[config.mk]
export PLATFORM = sky130hd
export DESIGN_NAME = xor_bind_monitor
export DESIGN_NICKNAME = d
export VERILOG_FILES = /design/src/rtl/xor_bind_pkg.sv /design/src/rtl/xor_bind_delay.sv /design/src/rtl/xor_bind_monitor.sv
export SDC_FILE = /design/constraint.sdc
export NUM_CORES = 1
export LEC_CHECK = 0
export CORE_ASPECT_RATIO = 1.5
export CORE_UTILIZATION = 46
export DETAILED_ROUTE_END_ITERATION = 10
export PLACE_DENSITY = 0.78
export SLEW_MARGIN = 20
export SYNTH_ARGS = -nofsm -noshare
export SYNTH_HDL_FRONTEND = slang
export SYNTH_SLANG_ARGS = --single-unit
export TNS_END_PERCENT = 100
[constraint.sdc]
create_clock -name clk -period 6.79 [get_ports clk]
set_input_delay 1.0185 -clock clk [delete_from_list [all_inputs] [get_ports clk]]
set_output_delay 1.0185 -clock clk [all_outputs]
set_load 0.02 [all_outputs]
[src/rtl/xor_bind_pkg.sv]
// ============================================================================
// Module  : xor_bind_pkg
// Purpose : Shared types and helpers for the XOR-relation bind monitor.
//           - xb_state_e : monitor FSM state encoding (exported on 'state')
//           - LAT_MAX    : deepest supported a/b -> c latency
//           - chw()      : width of a channel index, never narrower than 1 bit
// Ports   : none (package)
// Revision: 1.0 - initial release
// ============================================================================
`default_nettype none

package xor_bind_pkg;

  typedef enum logic [1:0] {
    IDLE  = 2'd0,
    CHECK = 2'd1,
    HALT  = 2'd2
  } xb_state_e;

  localparam int LAT_MAX = 16;

  // A single channel still needs a 1-bit index port.
  function automatic int chw(input int n);
    return (n <= 1) ? 1 : $clog2(n);
  endfunction

endpackage

`default_nettype wire

[src/rtl/xor_bind_delay.sv]
// ============================================================================
// Module  : xor_bind_delay
// Purpose : Valid-tagged data shift line of LAT stages. Valid bits clear on
//           async reset or synchronous flush; LAT=0 is a pure passthrough.
// Ports   : clk      - rising-edge clock
//           rst      - asynchronous active-high reset
//           flush_i  - synchronous clear of every in-flight valid bit
//           vld_i    - sample valid entering the line
//           data_i   - sample data entering the line
//           vld_o    - valid at the tail of the line
//           data_o   - data at the tail of the line
//           busy_o   - any valid sample still inside the line
// Revision: 1.0 - initial release
// ============================================================================
`default_nettype none

module xor_bind_delay
  import xor_bind_pkg::*;
#(
  parameter int DW  = 8,
  parameter int LAT = 1
) (
  input  logic          clk,
  input  logic          rst,
  input  logic          flush_i,
  input  logic          vld_i,
  input  logic [DW-1:0] data_i,
  output logic          vld_o,
  output logic [DW-1:0] data_o,
  output logic          busy_o
);

  // Latencies outside 0..LAT_MAX are clamped into the supported range.
  localparam int c_DEPTH = (LAT > LAT_MAX) ? LAT_MAX : ((LAT < 0) ? 0 : LAT);

  if (c_DEPTH == 0) begin : g_pass
    // Same-cycle compare: nothing is ever in flight.
    logic w_unused;
    assign w_unused = ^{clk, rst, flush_i};
    assign vld_o    = vld_i;
    assign data_o   = data_i;
    assign busy_o   = 1'b0;
  end else begin : g_line
    logic [c_DEPTH-1:0] vld_q;
    logic [DW-1:0]      data_q [c_DEPTH];

    always_ff @(posedge clk or posedge rst) begin
      if (rst) begin
        vld_q <= '0;
        for (int k = 0; k < c_DEPTH; k++) begin
          data_q[k] <= '0;
        end
      end else begin
        vld_q[0]  <= vld_i & ~flush_i;
        data_q[0] <= data_i;
        for (int k = 1; k < c_DEPTH; k++) begin
          vld_q[k]  <= vld_q[k-1] & ~flush_i;
          data_q[k] <= data_q[k-1];
        end
      end
    end

    assign vld_o  = vld_q[c_DEPTH-1];
    assign data_o = data_q[c_DEPTH-1];
    assign busy_o = |vld_q;
  end

endmodule

`default_nettype wire

[src/rtl/xor_bind_monitor.sv]
// ============================================================================
// Module  : xor_bind_monitor
// Purpose : Multi-channel pipelined checker of c[i] == a[i]^b[i], with c
//           arriving LAT cycles after a/b. Keeps sticky error flags,
//           saturating per-channel mismatch counters and a first-failure
//           capture; optionally freezes everything after the first mismatch.
//           Port names match the observed DUT so it can be bound with (.*).
// Ports   : clk       - rising-edge clock
//           rst       - asynchronous active-high reset
//           en        - accept new samples
//           clr       - synchronous clear of all bookkeeping and pipeline
//           valid     - a/b carry a sample this cycle
//           a, b      - operands, channel i at [i*W +: W]
//           c         - DUT result, same packing, LAT cycles after a/b
//           err_any   - sticky any-mismatch flag
//           err_mask  - sticky per-channel mismatch flags
//           err_cnt   - per-channel saturating counts, channel i at [i*CW +: CW]
//           first_vld - first-failure capture valid
//           first_ch  - lowest failing channel of the first failing compare
//           first_exp - expected value at first failure
//           first_obs - observed c at first failure
//           state     - FSM state (xb_state_e)
// Revision: 1.0 - initial release
// ============================================================================
`default_nettype none

module xor_bind_monitor
  import xor_bind_pkg::*;
#(
  parameter  int W           = 8,
  parameter  int NCH         = 4,
  parameter  int LAT         = 1,
  parameter  int CW          = 8,
  parameter  int HALT_ON_ERR = 0,
  localparam int CHW         = chw(NCH)
) (
  input  logic              clk,
  input  logic              rst,
  input  logic              en,
  input  logic              clr,
  input  logic              valid,
  input  logic [NCH*W-1:0]  a,
  input  logic [NCH*W-1:0]  b,
  input  logic [NCH*W-1:0]  c,
  output logic              err_any,
  output logic [NCH-1:0]    err_mask,
  output logic [NCH*CW-1:0] err_cnt,
  output logic              first_vld,
  output logic [CHW-1:0]    first_ch,
  output logic [W-1:0]      first_exp,
  output logic [W-1:0]      first_obs,
  output logic [1:0]        state
);

  localparam logic [CW-1:0] c_CNT_MAX = '1;

  xb_state_e                state_q, state_d;
  logic                     err_any_q, err_any_d;
  logic [NCH-1:0]           err_mask_q, err_mask_d;
  logic [NCH-1:0][CW-1:0]   cnt_q, cnt_d;
  logic                     first_vld_q, first_vld_d;
  logic [CHW-1:0]           first_ch_q, first_ch_d;
  logic [W-1:0]             first_exp_q, first_exp_d;
  logic [W-1:0]             first_obs_q, first_obs_d;

  logic                     w_accept;
  logic                     w_pipe_vld;
  logic [NCH*W-1:0]         w_pipe_exp;
  logic                     w_busy;
  logic [NCH-1:0]           w_mis;
  logic                     w_err_evt;

  // Expected result is formed at accept time so only NCH*W bits travel.
  assign w_accept = en && valid && (state_q != HALT);

  xor_bind_delay #(
    .DW  (NCH*W),
    .LAT (LAT)
  ) u_delay (
    .clk     (clk),
    .rst     (rst),
    .flush_i (clr),
    .vld_i   (w_accept),
    .data_i  (a ^ b),
    .vld_o   (w_pipe_vld),
    .data_o  (w_pipe_exp),
    .busy_o  (w_busy)
  );

  for (genvar g = 0; g < NCH; g++) begin : g_ch
    assign w_mis[g] = w_pipe_vld && (c[g*W +: W] != w_pipe_exp[g*W +: W]);
  end

  // Compares that land while halted are ignored.
  assign w_err_evt = (|w_mis) && (state_q != HALT);

  always_comb begin
    state_d = state_q;
    unique case (state_q)
      IDLE:    if (en) state_d = CHECK;
      CHECK:   if (!en && !w_busy) state_d = IDLE;
      HALT:    state_d = HALT;
      default: state_d = IDLE;
    endcase
    // A same-cycle LAT=0 compare can fail before IDLE has moved to CHECK,
    // so halting is taken from any non-halted state.
    if (w_err_evt && (HALT_ON_ERR != 0)) state_d = HALT;
    if (clr) state_d = IDLE;
  end

  always_comb begin
    err_any_d   = err_any_q;
    err_mask_d  = err_mask_q;
    cnt_d       = cnt_q;
    first_vld_d = first_vld_q;
    first_ch_d  = first_ch_q;
    first_exp_d = first_exp_q;
    first_obs_d = first_obs_q;
    if (clr) begin
      err_any_d   = 1'b0;
      err_mask_d  = '0;
      cnt_d       = '0;
      first_vld_d = 1'b0;
      first_ch_d  = '0;
      first_exp_d = '0;
      first_obs_d = '0;
    end else if (w_err_evt) begin
      err_any_d  = 1'b1;
      err_mask_d = err_mask_q | w_mis;
      for (int i = 0; i < NCH; i++) begin
        if (w_mis[i] && (cnt_q[i] != c_CNT_MAX)) begin
          cnt_d[i] = cnt_q[i] + CW'(1);
        end
      end
      if (!first_vld_q) begin
        first_vld_d = 1'b1;
        // Walk downwards so the lowest failing channel is the one kept.
        for (int i = NCH - 1; i >= 0; i--) begin
          if (w_mis[i]) begin
            first_ch_d  = CHW'(i);
            first_exp_d = w_pipe_exp[i*W +: W];
            first_obs_d = c[i*W +: W];
          end
        end
      end
    end
  end

  always_ff @(posedge clk or posedge rst) begin
    if (rst) begin
      state_q     <= IDLE;
      err_any_q   <= 1'b0;
      err_mask_q  <= '0;
      cnt_q       <= '0;
      first_vld_q <= 1'b0;
      first_ch_q  <= '0;
      first_exp_q <= '0;
      first_obs_q <= '0;
    end else begin
      state_q     <= state_d;
      err_any_q   <= err_any_d;
      err_mask_q  <= err_mask_d;
      cnt_q       <= cnt_d;
      first_vld_q <= first_vld_d;
      first_ch_q  <= first_ch_d;
      first_exp_q <= first_exp_d;
      first_obs_q <= first_obs_d;
    end
  end

  assign err_any   = err_any_q;
  assign err_mask  = err_mask_q;
  assign err_cnt   = cnt_q;
  assign first_vld = first_vld_q;
  assign first_ch  = first_ch_q;
  assign first_exp = first_exp_q;
  assign first_obs = first_obs_q;
  assign state     = state_q;

endmodule

`default_nettype wire

Word-level counts from Yosys, hierarchy flattened
Index checks and enable logic that the tools add are counted.

$mul: 0. Divide/modulo/power cells: 0. Add/subtract/negate cells: 4. Bitwise gates (word level): 4. Multiplexer cells: 35. Order comparisons: 0. Eq/ne operators: 14. Shift-type cells: 0. Reductions and logical operators: 28.

Operator list (number): $mux 8 (18); $mux 32 (2); $add 8x1->8 const B (4); $ne 8x8->1 (4); $ne 8x8->1 const B (4); $xor 32x32->32 (1); $mux 2 (10); $logic_and 1x1->1 (12); $reduce_and 2->1 (5); $reduce_bool 2->1 (5); $mux 4 (2); $ne 3x3->1 const B (2); $pmux 2 s3 (1); $reduce_bool 5->1 (1); $ne 2x2->1 const B (2); $or 4x4->4 (1); $reduce_or 4->1 (1); $reduce_and 3->1 (1); $eq 2x1->1 const B (1); $eq 2x2->1 const B (1); $logic_not 1->1 (2); $logic_not 2->1 (1); $mux 1 (2); $and 1x1->1 (1); $not 1->1 (1).

Bits in latches: 0. Bits in registers: 90. Input bits: 101. Memories kept: 0. Bits in writable memories: 0. Bits in read-only memories: 0. Output and inout port bits: 58.

Depth between registers and ports, before layout
Gate-level depths: netlist (run 1).

Depth in word-level cells: 9. Depth in mapped cells: 8. Depth with buffers taken out: 7.

Hierarchy
A second synthesis (run 1) with hierarchy kept.

Cell total of the unflattened synthesis: 453. Area, all modules: 4774.6 um^2.

Modules (own cells, without submodules): xor_bind_monitor (instances 1, area each 3923.8 um^2, cells an instance 417); xor_bind_delay (instances 1, area each 850.8 um^2, cells an instance 36).

Worst setup path before layout (run 1)
No wires, ideal clock.

Path type: input to register. Start point: input port c[17]. End point: register first_exp_q[0] (netlist: first_exp[0]). Data required time: 6694 ps. Path buffers: 1. Stages on the path: 7. Setup slack: 4311 ps. Data arrival time: 2383 ps. Path through: xnor2_1 nand4_2 o21ai_4 buf_6 nand2_1 a311o_1 a311oi_2.

Longest elaborated chain between the ends: 8.

Ends and longest elaborated chain: start: declaration (line xor_bind_monitor.sv:44) `input logic [NCH*W-1:0] c,`; $ne 8x8->1 * (line xor_bind_monitor.sv:91) `assign w_mis[g] = w_pipe_vld && (c[g*W +: W] != w_pipe_exp[g*W +: W]);`; $logic_and 1x1->1 * (line xor_bind_monitor.sv:91); $mux 8 (3 in a row) (line xor_bind_monitor.sv:139) `if (w_mis[i]) begin`; $mux 8 (line xor_bind_monitor.sv:135) `if (!first_vld_q) begin`; $mux 8 (line xor_bind_monitor.sv:127) `end else if (w_err_evt) begin`; $mux 8 (line xor_bind_monitor.sv:119) `if (clr) begin`; end signal: assignment (line xor_bind_monitor.sv:166) `first_exp_q <= first_exp_d;`; end: declaration (line xor_bind_monitor.sv:63) `logic [W-1:0] first_exp_q, first_exp_d;`.

Mark *: on every way between the ends. The rest lies on a longest branch, timed or not. The select of a mux whose other input is x is not followed. A chain may end at the register's enable or synchronous reset.

Final worst setup path (run 1)
Start point: input port c[11]. End point: register cnt_q (netlist bit err_cnt[11]).

Longest elaborated chain between the ends: 6.

Ends and longest elaborated chain: $ne 8x8->1 * (line xor_bind_monitor.sv:91); $logic_and 1x1->1 * (line xor_bind_monitor.sv:91); $reduce_or 4->1 (line xor_bind_monitor.sv:95) `assign w_err_evt = (|w_mis) && (state_q != HALT);`; $logic_and 1x1->1 (line xor_bind_monitor.sv:95); $reduce_bool 2->1 (no source line); $reduce_and 2->1 (no source line) *; end signal: assignment (line xor_bind_monitor.sv:163) `cnt_q <= cnt_d;`; end: declaration (line xor_bind_monitor.sv:60) `logic [NCH-1:0][CW-1:0] cnt_q, cnt_d;`.

Mark *: on every way between the ends. The rest lies on a longest branch, timed or not.

==> out/qor.yml, run 1 <==
ir_worst_vdd_v: 0.000138
rows: 44
clock-sinks: 90
post_cts_resized: 0
dpl.hpwl_mm: 8.77
total_routing_usage_gr_pct: 22.6
postSynthNetCount: 567
hold_path.class: "reg2reg"
synth_seq_area_share_pct: 47.7
violations: "design-rule violations"
post_route_cells_drive_above_1_share_pct: 7.94
grt_start_max_net_pins: 64
synth_top_flop_cell: "sky130_fd_sc_hd__dfrtp_1"
finalCriticalPeriod_ps: 3200
fin_nets: 718
max-cap-violations: 0
io_pins: 159
grt_met2_use_pct: 39.6
grt_antenna_before_repair: 0
maxSlewViolCount: 0
synth_warnings: 0
yosysTopAreaCellShare_pct: 47.7
synth_simple_gate_area_share_pct: 18.5
worst_ep_arrival_time_ps: 3420
global_route.overflow_total: 0
antennaDiodeCount: 0
numPortBuffers: 158
postSynthAreaPerCell_sq_um: 10.2
cts_tree: "done"
detail_route.vias_per_cell: 5.42
dr.pass1.iters: 11
antenna_left: 0
power_density_nw_per_um2: 198
gpl.final_weighted_congestion: 0.844
netlist_cell_types: 43
unrepaired_setup_endpoints_after_global_routing: "false"
wl_per_cell_um: 15.8
yosys.area_share.adder_pct: 1.06
grt_util_met1_pct: 25.8
skew_ps: 6.55
cts_inserted_buffers: 9
synth_compound_area_share_pct: 12.5
synthMuxAreaShare_pct: 2.01
h-tree-depth: 3
final-setup-viol-count: 0
areaGrowthSynthToFinish_pct: 41.3
drc: 9
vias: 3967
floorplan.core_area_sq_um: 9850
drt-initial-drc-count: 182
gr-usage-met3_pct: 4.39
post_synth_xor_area_fraction_pct: 15.2
worst_setup_path_start_kind: "input port"
root_buffer: "sky130_fd_sc_hd__clkbuf_16"
timing_hold_violations_final: 0
crit_end_category: "flip-flop"
cts.hold.buffers_added: 0
initial_core_util_pct: 47.9
drt-total-wl_mm: 11.5
post-cts-setup-buffers: 0
clk_path_buf_depth: 2
required_ps: 7000
total_leakage_power_nw: 2.72
post_syn_instances: 462
synth_area_sq_um: 4720
max_freq_ghz: 0.312
worstMarginPinSlew_ps: 793
crit_fanout: 35
vias_in_the_first_global_route: 3944
synth-edff-count: 0
synth_top_family_by_area: "simple AND/OR/NAND/NOR gates"
setup-tns-final_ps: 0
insertion_delay_ps: 330
min_period_over_period_pct: 47.2
post_synth_main_area_contributors: "sky130_fd_sc_hd__dfrtp_1 48%, sky130_fd_sc_hd__xor2_1 9.3%, sky130_fd_sc_hd__nor2_1 6.0%"
grt_pass1_wl_mm: 18.8
cts.clk_slew.worst_paths_ps: 60
dieArea_sq_um: 10700
synthDominantAreaCellType: "sky130_fd_sc_hd__dfrtp_1"
timing.setup.critical_path_class: "in2reg"
die-width_um: 84.7
synthArstFlopShare_pct: 100
outcome: "complete, but fails checks"
ys_ff_latch: 90
floorplan.die.height_um: 126
place_area_sq_um: 6370
final_design_area_no_fill_sq_um: 6670
slew-limit-headroom_pct: 47.1
global_route.peak_usage_layer: "met2"
worst paths after layout:
kind,from,end,slack (ps),cells after the start
worst min-delay path,err_mask[0]$_DFFE_PP0P_,err_mask[0]$_DFFE_PP0P_,490,2
worst min register to register,err_mask[0]$_DFFE_PP0P_,err_mask[0]$_DFFE_PP0P_,490,2
worst max-delay path,c[11],err_cnt[11]$_DFFE_PP0P_,3590,8
max in group asynchronous,rst,u_delay.data_o[7]$_DFF_PP0_,4640,3
worst max register to register,u_delay.data_o[9]$_DFF_PP0_,err_cnt[11]$_DFFE_PP0P_,4340,7
min in group asynchronous,rst,err_cnt[13]$_DFFE_PP0P_,1090,2
power by group:
| group | total, mW | leakage (nW) | internal [mW] | switching (mW) |
|---|---|---|---|---|
| clock | 0.504 | 0.152 | 0.313 | 0.191 |
| combinational | 0.227 | 1.40 | 0.120 | 0.107 |
| sequential | 0.589 | 1.17 | 0.565 | 0.0236 |
per-layer routing:
layer	part of all wire, %	up-vias
met3	4.7	24
li1	-	1889
met2	54	141
met1	38	1913
met4	3.8	0
met5	0	-
final cells by class:
class / instances / area (sq um)
fillers: 789 / 3180
flip-flops and latches: 90 / 2250
multi-input cells: 343 / 2330
well taps: 115 / 144
repair buffers: 163 / 1610
clock buffers: 13 / 270
clock inverters: 2 / 35.0
inverters: 6 / 23.8
per-stage QoR:
| stage | instances | util [%] | total power, mW | hold slack [ps] | setup slack (ps) |
|---|---|---|---|---|---|
| after CTS | 732 | 67.7 | 1.34 | 501 | 3610 |
| after global routing | 732 | 67.7 | 1.38 | 538 | 3450 |
| after global placement | 717 | 64.5 | 0.821 | 476 | 2980 |
| after floorplan | 462 | - | 0.712 | 538 | 3440 |
| after detailed placement | 717 | 64.6 | 0.826 | 488 | 3270 |
| final | 732 | 67.7 | 1.32 | 494 | 3590 |
worst max-delay path, cell delays in order:
cell and delay (ps):
sky130_fd_sc_hd__clkdlybuf4s50_1 460, sky130_fd_sc_hd__xnor2_1 160, sky130_fd_sc_hd__nand4_1 150, sky130_fd_sc_hd__o21ai_2 80, sky130_fd_sc_hd__buf_4 250, sky130_fd_sc_hd__a311oi_2 730
sky130_fd_sc_hd__nand4_1 190, sky130_fd_sc_hd__mux2_1 350
state kept, by name, summed over array words and instances, names as in the netlist:
signal and count:
err_cnt 32, err_mask 4, first_ch 2, first_exp 8, first_obs 8, first_vld 1
state 2, u_delay.busy_o 1, u_delay.data_o 32
layout by cell type, fill, tap and decap left out, types with 2 or more instances in the layout:
master,n
sky130_fd_sc_hd__mux2_1,2
sky130_fd_sc_hd__mux2i_1,5
sky130_fd_sc_hd__nand2b_1,3
sky130_fd_sc_hd__nor2b_1,5
sky130_fd_sc_hd__nand2_1,56
sky130_fd_sc_hd__buf_4,5
sky130_fd_sc_hd__a311o_1,16
sky130_fd_sc_hd__clkbuf_8,3
sky130_fd_sc_hd__a31o_2,2
sky130_fd_sc_hd__nor2_1,76
sky130_fd_sc_hd__clkbuf_16,9
sky130_fd_sc_hd__mux2_2,2
sky130_fd_sc_hd__nor4_2,2
sky130_fd_sc_hd__inv_1,5
sky130_fd_sc_hd__dfrtp_1,90
sky130_fd_sc_hd__nand4_1,12
sky130_fd_sc_hd__o21ai_0,2
sky130_fd_sc_hd__nand3_1,12
sky130_fd_sc_hd__a311oi_1,4
sky130_fd_sc_hd__a31oi_1,3
sky130_fd_sc_hd__clkinv_2,2
sky130_fd_sc_hd__and3_1,7
sky130_fd_sc_hd__or3_1,2
sky130_fd_sc_hd__xor2_1,50
sky130_fd_sc_hd__xnor2_1,32
sky130_fd_sc_hd__ha_1,4
sky130_fd_sc_hd__a311oi_2,13
sky130_fd_sc_hd__a21oi_1,10
sky130_fd_sc_hd__nor3_1,7
sky130_fd_sc_hd__nand4_2,2
sky130_fd_sc_hd__clkdlybuf4s50_1,157
sky130_fd_sc_hd__and2_1,2
synth_stat cells (2+ instances only):
cell type                  count
sky130_fd_sc_hd__a21oi_1      10
sky130_fd_sc_hd__a311o_1      16
sky130_fd_sc_hd__a311oi_1      5
sky130_fd_sc_hd__a311oi_2     12
sky130_fd_sc_hd__a31o_2        2
sky130_fd_sc_hd__a31oi_1       3
sky130_fd_sc_hd__and2_1        2
sky130_fd_sc_hd__and3_1        7
sky130_fd_sc_hd__buf_2         7
sky130_fd_sc_hd__buf_4         3
sky130_fd_sc_hd__buf_6         2
sky130_fd_sc_hd__clkbuf_1     11
sky130_fd_sc_hd__dfrtp_1      90
sky130_fd_sc_hd__ha_1          4
sky130_fd_sc_hd__inv_1         6
sky130_fd_sc_hd__mux2_1        2
sky130_fd_sc_hd__mux2_2        2
sky130_fd_sc_hd__mux2i_1       5
sky130_fd_sc_hd__nand2_1      56
sky130_fd_sc_hd__nand2b_1      3
sky130_fd_sc_hd__nand3_1      12
sky130_fd_sc_hd__nand4_1      12
sky130_fd_sc_hd__nand4_2       2
sky130_fd_sc_hd__nor2_1       76
sky130_fd_sc_hd__nor2b_1       5
sky130_fd_sc_hd__nor3_1        7
sky130_fd_sc_hd__nor4_2        2
sky130_fd_sc_hd__o21ai_0       2
sky130_fd_sc_hd__or3_1         2
sky130_fd_sc_hd__xnor2_1      32
sky130_fd_sc_hd__xor2_1       50
cell families (layout without fill, tap and decap cells):
logic type	Yosys count	after routing
muxes	9	9
DFF	90	90
xor gates and xnor gates	82	82
buffers and inverters	29	184
and+or+nand+nor	189	189
AOI/OAI and AO/OA	59	59
adders and majority gates	4	4
Power figures use the tool's default switching activity.
==> run 2: changes to the inputs <==
clock period = 3.29 ns   (was 6.79 ns; I/O delays follow)
==> run 2 against run 1 <==
Against the previous run:
- the run still ends with design-rule violations left
- final area grew 0.81%
- sequential cell count is the same
- register-to-register slack lost 3500 ps
- critical path depth is the same
- critical endpoint is now first_ch[0]$_DFFE_PP0P_
- largest cell class unchanged
- largest power group unchanged
- highest routed layer unchanged
==> out/qor.yml, run 2 (synthesized netlist as in run 1, its figures left out) <==
cts_tree: "done"  # unchanged
antenna_left: 0  # unchanged
min_period_over_period_pct: 82.9
dr.pass1.iters: 8  # was 11
crit_end_category: "flip-flop"  # unchanged
insertion_delay_ps: 340  # was 330 ps
dieArea_sq_um: 10700  # unchanged
rows: 44  # unchanged
worst_ep_arrival_time_ps: 2920  # was 3420 ps
floorplan.core_area_sq_um: 9850  # unchanged
grt_pass1_wl_mm: 19.8  # was 18.8 mm
unrepaired_setup_endpoints_after_global_routing: "false"  # unchanged
vias_in_the_first_global_route: 4090  # was 3,944
io_pins: 159  # unchanged
cts.hold.buffers_added: 0  # unchanged
skew_ps: 8.55  # was 6.55 ps
max_freq_ghz: 0.366
ir_worst_vdd_v: 0.000289  # was 0.000138 V
gpl.final_weighted_congestion: 0.910  # was 0.844
drt-total-wl_mm: 12.0  # was 11.5 mm
grt_start_max_net_pins: 54  # was 64
worst_hold_slack_ps: 488  # was 494 ps
dpl.hpwl_mm: 9.17  # was 8.77 mm
report.power.total_mw: 2.82  # was 1.32 mW
worstMarginPinSlew_ps: 935  # was 793 ps
clk_path_buf_depth: 2  # unchanged
reg2reg_slack_ps: 840  # was 4340 ps
antennaDiodeCount: 0  # unchanged
numPortBuffers: 158  # unchanged
outcome: "complete, but fails checks"  # unchanged
layoutNonFillerInstCount: 736  # was 732
setup-tns-final_ps: 0  # unchanged
cts_inserted_buffers: 9  # unchanged
final_common_cell: "sky130_fd_sc_hd__clkdlybuf4s50_1"  # unchanged
slew-limit-headroom_pct: 37.6  # was 47.1%
setup_ws_ps: 561  # was 3590 ps
drt-initial-drc-count: 209  # was 182
cts.clk_slew.worst_paths_ps: 60  # about the same
drc: 11  # was 9
layout.cells.most_common_list: "157 x sky130_fd_sc_hd__clkdlybuf4s50_1, 90 x sky130_fd_sc_hd__dfrtp_1, 76 x sky130_fd_sc_hd__nor2_1"  # unchanged
timing_hold_violations_final: 0  # unchanged
detail_route.vias_per_cell: 5.52  # was 5.42
die-width_um: 84.7  # unchanged
initial_core_util_pct: 47.9  # unchanged
floorplan.die.height_um: 126  # unchanged
fin_nets: 721  # was 718
total_routing_usage_gr_pct: 23.9  # was 22.6%
h-tree-depth: 3  # unchanged
global_route.overflow_total: 0  # unchanged
grt_antenna_before_repair: 0  # unchanged
vias: 4064  # was 3,967
hold_path.class: "reg2reg"  # unchanged
total_leakage_power_nw: 2.75  # was 2.72 nW
required_ps: 3480  # was 7000 ps
worst_setup_path_start_kind: "input port"  # unchanged
wl_per_cell_um: 16.3  # was 15.8 um
max-cap-violations: 0  # unchanged
areaGrowthSynthToFinish_pct: 42.4  # was 41.3%
root_buffer: "sky130_fd_sc_hd__clkbuf_16"  # unchanged
post-cts-setup-buffers: 0  # unchanged
dp.cells: 720  # was 717
placement.setup.worst_slack_ps: 217  # was 3270 ps
violations: "design-rule violations"  # unchanged
post_route_cells_drive_above_1_share_pct: 8.37  # was 7.94%
final-setup-viol-count: 0  # unchanged
timing.setup.critical_path_class: "in2reg"  # unchanged
crit_fanout: 23  # was 35
maxSlewViolCount: 0  # unchanged
finalCriticalPeriod_ps: 2730
power_density_nw_per_um2: 419  # was 198 nW/um^2
post_cts_resized: 0  # unchanged
fill_cells: 764  # was 789
clock-sinks: 90  # unchanged
## run 2: cell types whose count changed in the layout (fill, tap and decap cells not counted)
cell                        delta
sky130_fd_sc_hd__buf_4         +2
sky130_fd_sc_hd__a311oi_1      +1
sky130_fd_sc_hd__a311oi_2      -1
sky130_fd_sc_hd__buf_12        +1
sky130_fd_sc_hd__bufinv_16     +1
sky130_fd_sc_hd__clkbuf_8      -1
sky130_fd_sc_hd__clkinv_4      +1
## run 2: worst paths after layout
kind	cells past startpoint	start	endpoint
min in group asynchronous	2	rst	err_cnt[10]$_DFFE_PP0P_
setup reg to reg	7	u_delay.data_o[3]$_DFF_PP0_	first_ch[0]$_DFFE_PP0P_
hold reg to reg	1	state[1]$_DFFE_PP0P_	state[0]$_DFFE_PP0P_
setup / recovery	8	c[3]	first_ch[0]$_DFFE_PP0P_
max in group asynchronous	3	rst	err_cnt[16]$_DFFE_PP0P_
hold / removal	1	state[1]$_DFFE_PP0P_	state[0]$_DFFE_PP0P_
## run 2: power by group
part	switching, mW	total (mW)	leakage (nW)	internal (mW)
clock	0.418	1.13	0.163	0.707
combinational	0.226	0.476	1.42	0.250
sequential	0.0502	1.22	1.17	1.17
total	0.694	2.82	2.75	2.12
## run 2: per-layer routing
metal  vias to the layer above  wire [um]  part of all wire, %  GRT usage [%]
met2                       157       6380                   53           42.6
met3                        28        658                  5.5           4.85
met5                         -          0                    0              0
met4                         0        412                  3.4           11.4
li1                       1899          -                    -              -
met1                      1980       4580                   38           27.2
## run 2: per-stage QoR
| step | utilization [%] | cell area [sq um] |
|---|---|---|
| 4_1_cts | 68.2 | 6730 |
| 5_1_grt | 68.2 | 6730 |
| 6_report | 68.2 | 6730 |
| 2_1_floorplan | - | 4720 |
| 3_3_place_gp | 64.9 | 6390 |
| 3_5_place_dp | 64.9 | 6390 |
## run 2: worst max-delay path: stages
cell                              delay (ps)
sky130_fd_sc_hd__clkdlybuf4s50_1         490
sky130_fd_sc_hd__xor2_1                  300
sky130_fd_sc_hd__nor4_2                  140
sky130_fd_sc_hd__and2_1                  210
sky130_fd_sc_hd__a311oi_4                590
sky130_fd_sc_hd__buf_4                   400
sky130_fd_sc_hd__mux2i_1                 230
sky130_fd_sc_hd__nor2_1                   60
## run 2: cell type report
cell class	instances	area, sq um	area share [%]
clock buffers	12	256	3.81
clock inverters	4	73.8	1.10
inverters	6	23.8	0.353
multi-input cells	343	2330	34.6
flip-flops and latches	90	2250	33.5
well taps	115	144	2.14
repair buffers	166	1650	24.5
==> run 3: changes to the inputs <==
CORE_UTILIZATION = 42   (was 46)
PLACE_DENSITY = 0.75   (was 0.78)
clock period = 2.5 ns   (was 3.29 ns; I/O delays follow)
==> run 3 against run 2 <==
Against the previous run:
- the run now ends clean
- non-clock buffer count up 14
- critical path depth stayed put
- power increased by 28%
- final area up 2.6%
- register-to-register slack worse by 470 ps
- largest power group unchanged
- core utilization is 5.5 points lower
==> out/qor.yml, run 3 (synthesized netlist as in run 1, its figures left out) <==
antenna_left: 0  # unchanged
max_freq_ghz: 0.445
wl_met3_um: 629  # was 658 um
detail_route.vias_per_cell: 5.12  # was 5.52
power_density_nw_per_um2: 523  # was 419 nW/um^2
clk_path_buf_depth: 2  # unchanged
crit_fanout: 10  # was 23
final-setup-viol-count: 0  # unchanged
insertion_delay_ps: 340  # about the same
dpl.hpwl_mm: 9.30  # was 9.17 mm
worst_ep_arrival_time_ps: 2440  # was 2920 ps
numPortBuffers: 158  # unchanged
floorplan.die.height_um: 132  # was 126 um
layout.cells.most_common_list: "157 x sky130_fd_sc_hd__clkdlybuf4s50_1, 90 x sky130_fd_sc_hd__dfrtp_1, 76 x sky130_fd_sc_hd__nor2_1"  # unchanged
top_signal_layer_used: "met4"  # unchanged
worst_setup_path_start_kind: "input port"  # unchanged
grt_start_max_net_pins: 91  # was 54
placement.setup.worst_slack_ps: -62.8  # was 217 ps
worstMarginPinSlew_ps: 582  # was 935 ps
wl_per_cell_um: 15.2  # was 16.3 um
dr.pass1.iters: 7  # was 8
initial_core_util_pct: 42.9  # was 47.9%
min_period_over_period_pct: 89.8
worst_setup_path_endpoint: "first_obs[7]$_DFFE_PP0P_"  # was first_ch[0]$_DFFE_PP0P_
cts.clk_slew.worst_paths_ps: 60  # about the same
skew_ps: 8.51  # was 8.55 ps
die-width_um: 88.6  # was 84.7 um
layoutNonFillerInstCount: 782  # was 736
detailroute.wirelength.met2_mm: 6.38  # about the same
cts.hold.buffers_added: 0  # unchanged
fin_nets: 735  # was 721
post-cts-setup-buffers: 0  # unchanged
cts_inserted_buffers: 9  # unchanged
crit_end_category: "flip-flop"  # unchanged
finalCriticalPeriod_ps: 2250
slew-limit-headroom_pct: 61.2  # was 37.6%
areaGrowthSynthToFinish_pct: 46.1  # was 42.4%
drt-initial-drc-count: 162  # was 209
total_routing_usage_gr_pct: 22.5  # was 23.9%
final_common_cell: "sky130_fd_sc_hd__clkdlybuf4s50_1"  # unchanged
grt_pass1_wl_mm: 20.2  # was 19.8 mm
timing.critical_path.from: "c[17]"  # was c[3]
cts_tree: "done"  # unchanged
total_leakage_power_nw: 2.81  # was 2.75 nW
hold_path.class: "in2reg"  # was reg2reg
max-cap-violations: 0  # unchanged
ir_worst_vdd_v: 0.000327  # was 0.000289 V
r2r-start: "u_delay.data_o[17]$_DFF_PP0_"  # was u_delay.data_o[3]$_DFF_PP0_
vias_in_the_first_global_route: 4178  # was 4,090
post_cts_resized: 0  # unchanged
global_route.overflow_total: 0  # unchanged
dp.cells: 766  # was 720
rows: 47  # was 44
timing.setup.critical_path_class: "in2reg"  # unchanged
critical_path.reg2reg.endpoint: "first_obs[7]$_DFFE_PP0P_"  # was first_ch[0]$_DFFE_PP0P_
outcome: "completed"  # was complete, but fails checks
floorplan.core_area_sq_um: 11000  # was 9850 sq um
reg2reg_slack_ps: 370  # was 840 ps
gpl.final_weighted_congestion: 0.937  # was 0.910
grt_antenna_before_repair: 0  # unchanged
vias: 4005  # was 4,064
drt-total-wl_mm: 11.9  # was 12.0 mm
worst_hold_slack_ps: 371  # was 488 ps
route.layer.met1.wl_mm: 4.51  # was 4.58 mm
io_pins: 159  # unchanged
timing.hold.worst.start: "clr"  # was state[1]$_DFFE_PP0P_
drc: 0  # was 11
dieArea_sq_um: 11700  # was 10,700 sq um
required_ps: 2690  # was 3480 ps
timing_hold_violations_final: 0  # unchanged
post_route_cells_drive_above_1_share_pct: 10.6  # was 8.37%
fill_cells: 939  # was 764
timing.reg2reg.worst_path_depth: 7  # unchanged
clock-sinks: 90  # unchanged
maxSlewViolCount: 0  # unchanged
antennaDiodeCount: 0  # unchanged
unrepaired_setup_endpoints_after_global_routing: "false"  # unchanged
root_buffer: "sky130_fd_sc_hd__clkbuf_16"  # unchanged
h-tree-depth: 3  # unchanged
setup_ws_ps: 254  # was 561 ps
[run 3: cell count changes in the layout (fill, tap and decap cells not counted), sizes merged]
cell | before | now
buf | 9 | 23
bufinv | 2 | 1
clkbuf | 12 | 10
clkinv | 3 | 2
clkinvlp | 0 | 4
[run 3: how the worst min path moves through the flow]
stage	slack [ps]	to	cells after the start
2_1_floorplan	460	u_delay.data_o[0]$_DFF_PP0_	1
3_3_place_gp	480	state[0]$_DFFE_PP0P_	1
3_5_place_dp	500	state[0]$_DFFE_PP0P_	1
4_1_cts	360	err_cnt[9]$_DFFE_PP0P_	2
5_1_grt	390	err_cnt[8]$_DFFE_PP0P_	2
6_report	370	err_cnt[8]$_DFFE_PP0P_	2
[run 3: power by group]
group	total, mW	switching [mW]	leakage (nW)	internal, mW
Clock	1.36	0.561	0.141	0.801
Sequential	1.60	0.0653	1.17	1.54
Combinational	0.648	0.299	1.49	0.349
[run 3: worst max-delay path: stages]
cell,delay [ps]
sky130_fd_sc_hd__clkdlybuf4s50_1,450
sky130_fd_sc_hd__xnor2_1,360
sky130_fd_sc_hd__nand4_2,260
sky130_fd_sc_hd__nor4_4,400
sky130_fd_sc_hd__a311oi_4,170
sky130_fd_sc_hd__buf_4,220
sky130_fd_sc_hd__nor2_1,140
sky130_fd_sc_hd__a311oi_2,60
[run 3: cell type report]
class | instances | area [sq um] | share of cell area [%]
clock inverter | 6 | 66.3 | 0.961
clock buffer | 10 | 239 | 3.46
timing repair buffer | 180 | 1800 | 26.2
multi-input combinational | 343 | 2330 | 33.7
tap | 147 | 184 | 2.67
inverter | 6 | 26.3 | 0.381
sequential | 90 | 2250 | 32.7
[run 3: routing by layer]
layer,up-vias,GRT usage (%)
li1,1920,-
met1,1916,25.9
met2,143,39.4
met3,26,4.32
met4,0,10.2
met5,-,0
[run 3: per-stage QoR]
stage / total power, mW / cell area, sq um / TNS, ps / utilization, %
global placement: 2.26 / 6590 / -5.55 / 59.9
global route: 3.75 / 6900 / 0 / 62.7
floorplan: 1.93 / 4730 / 0 / -
detailed placement: 2.28 / 6590 / -609 / 59.9
finish: 3.61 / 6900 / 0 / 62.7
CTS: 3.65 / 6900 / 0 / 62.7
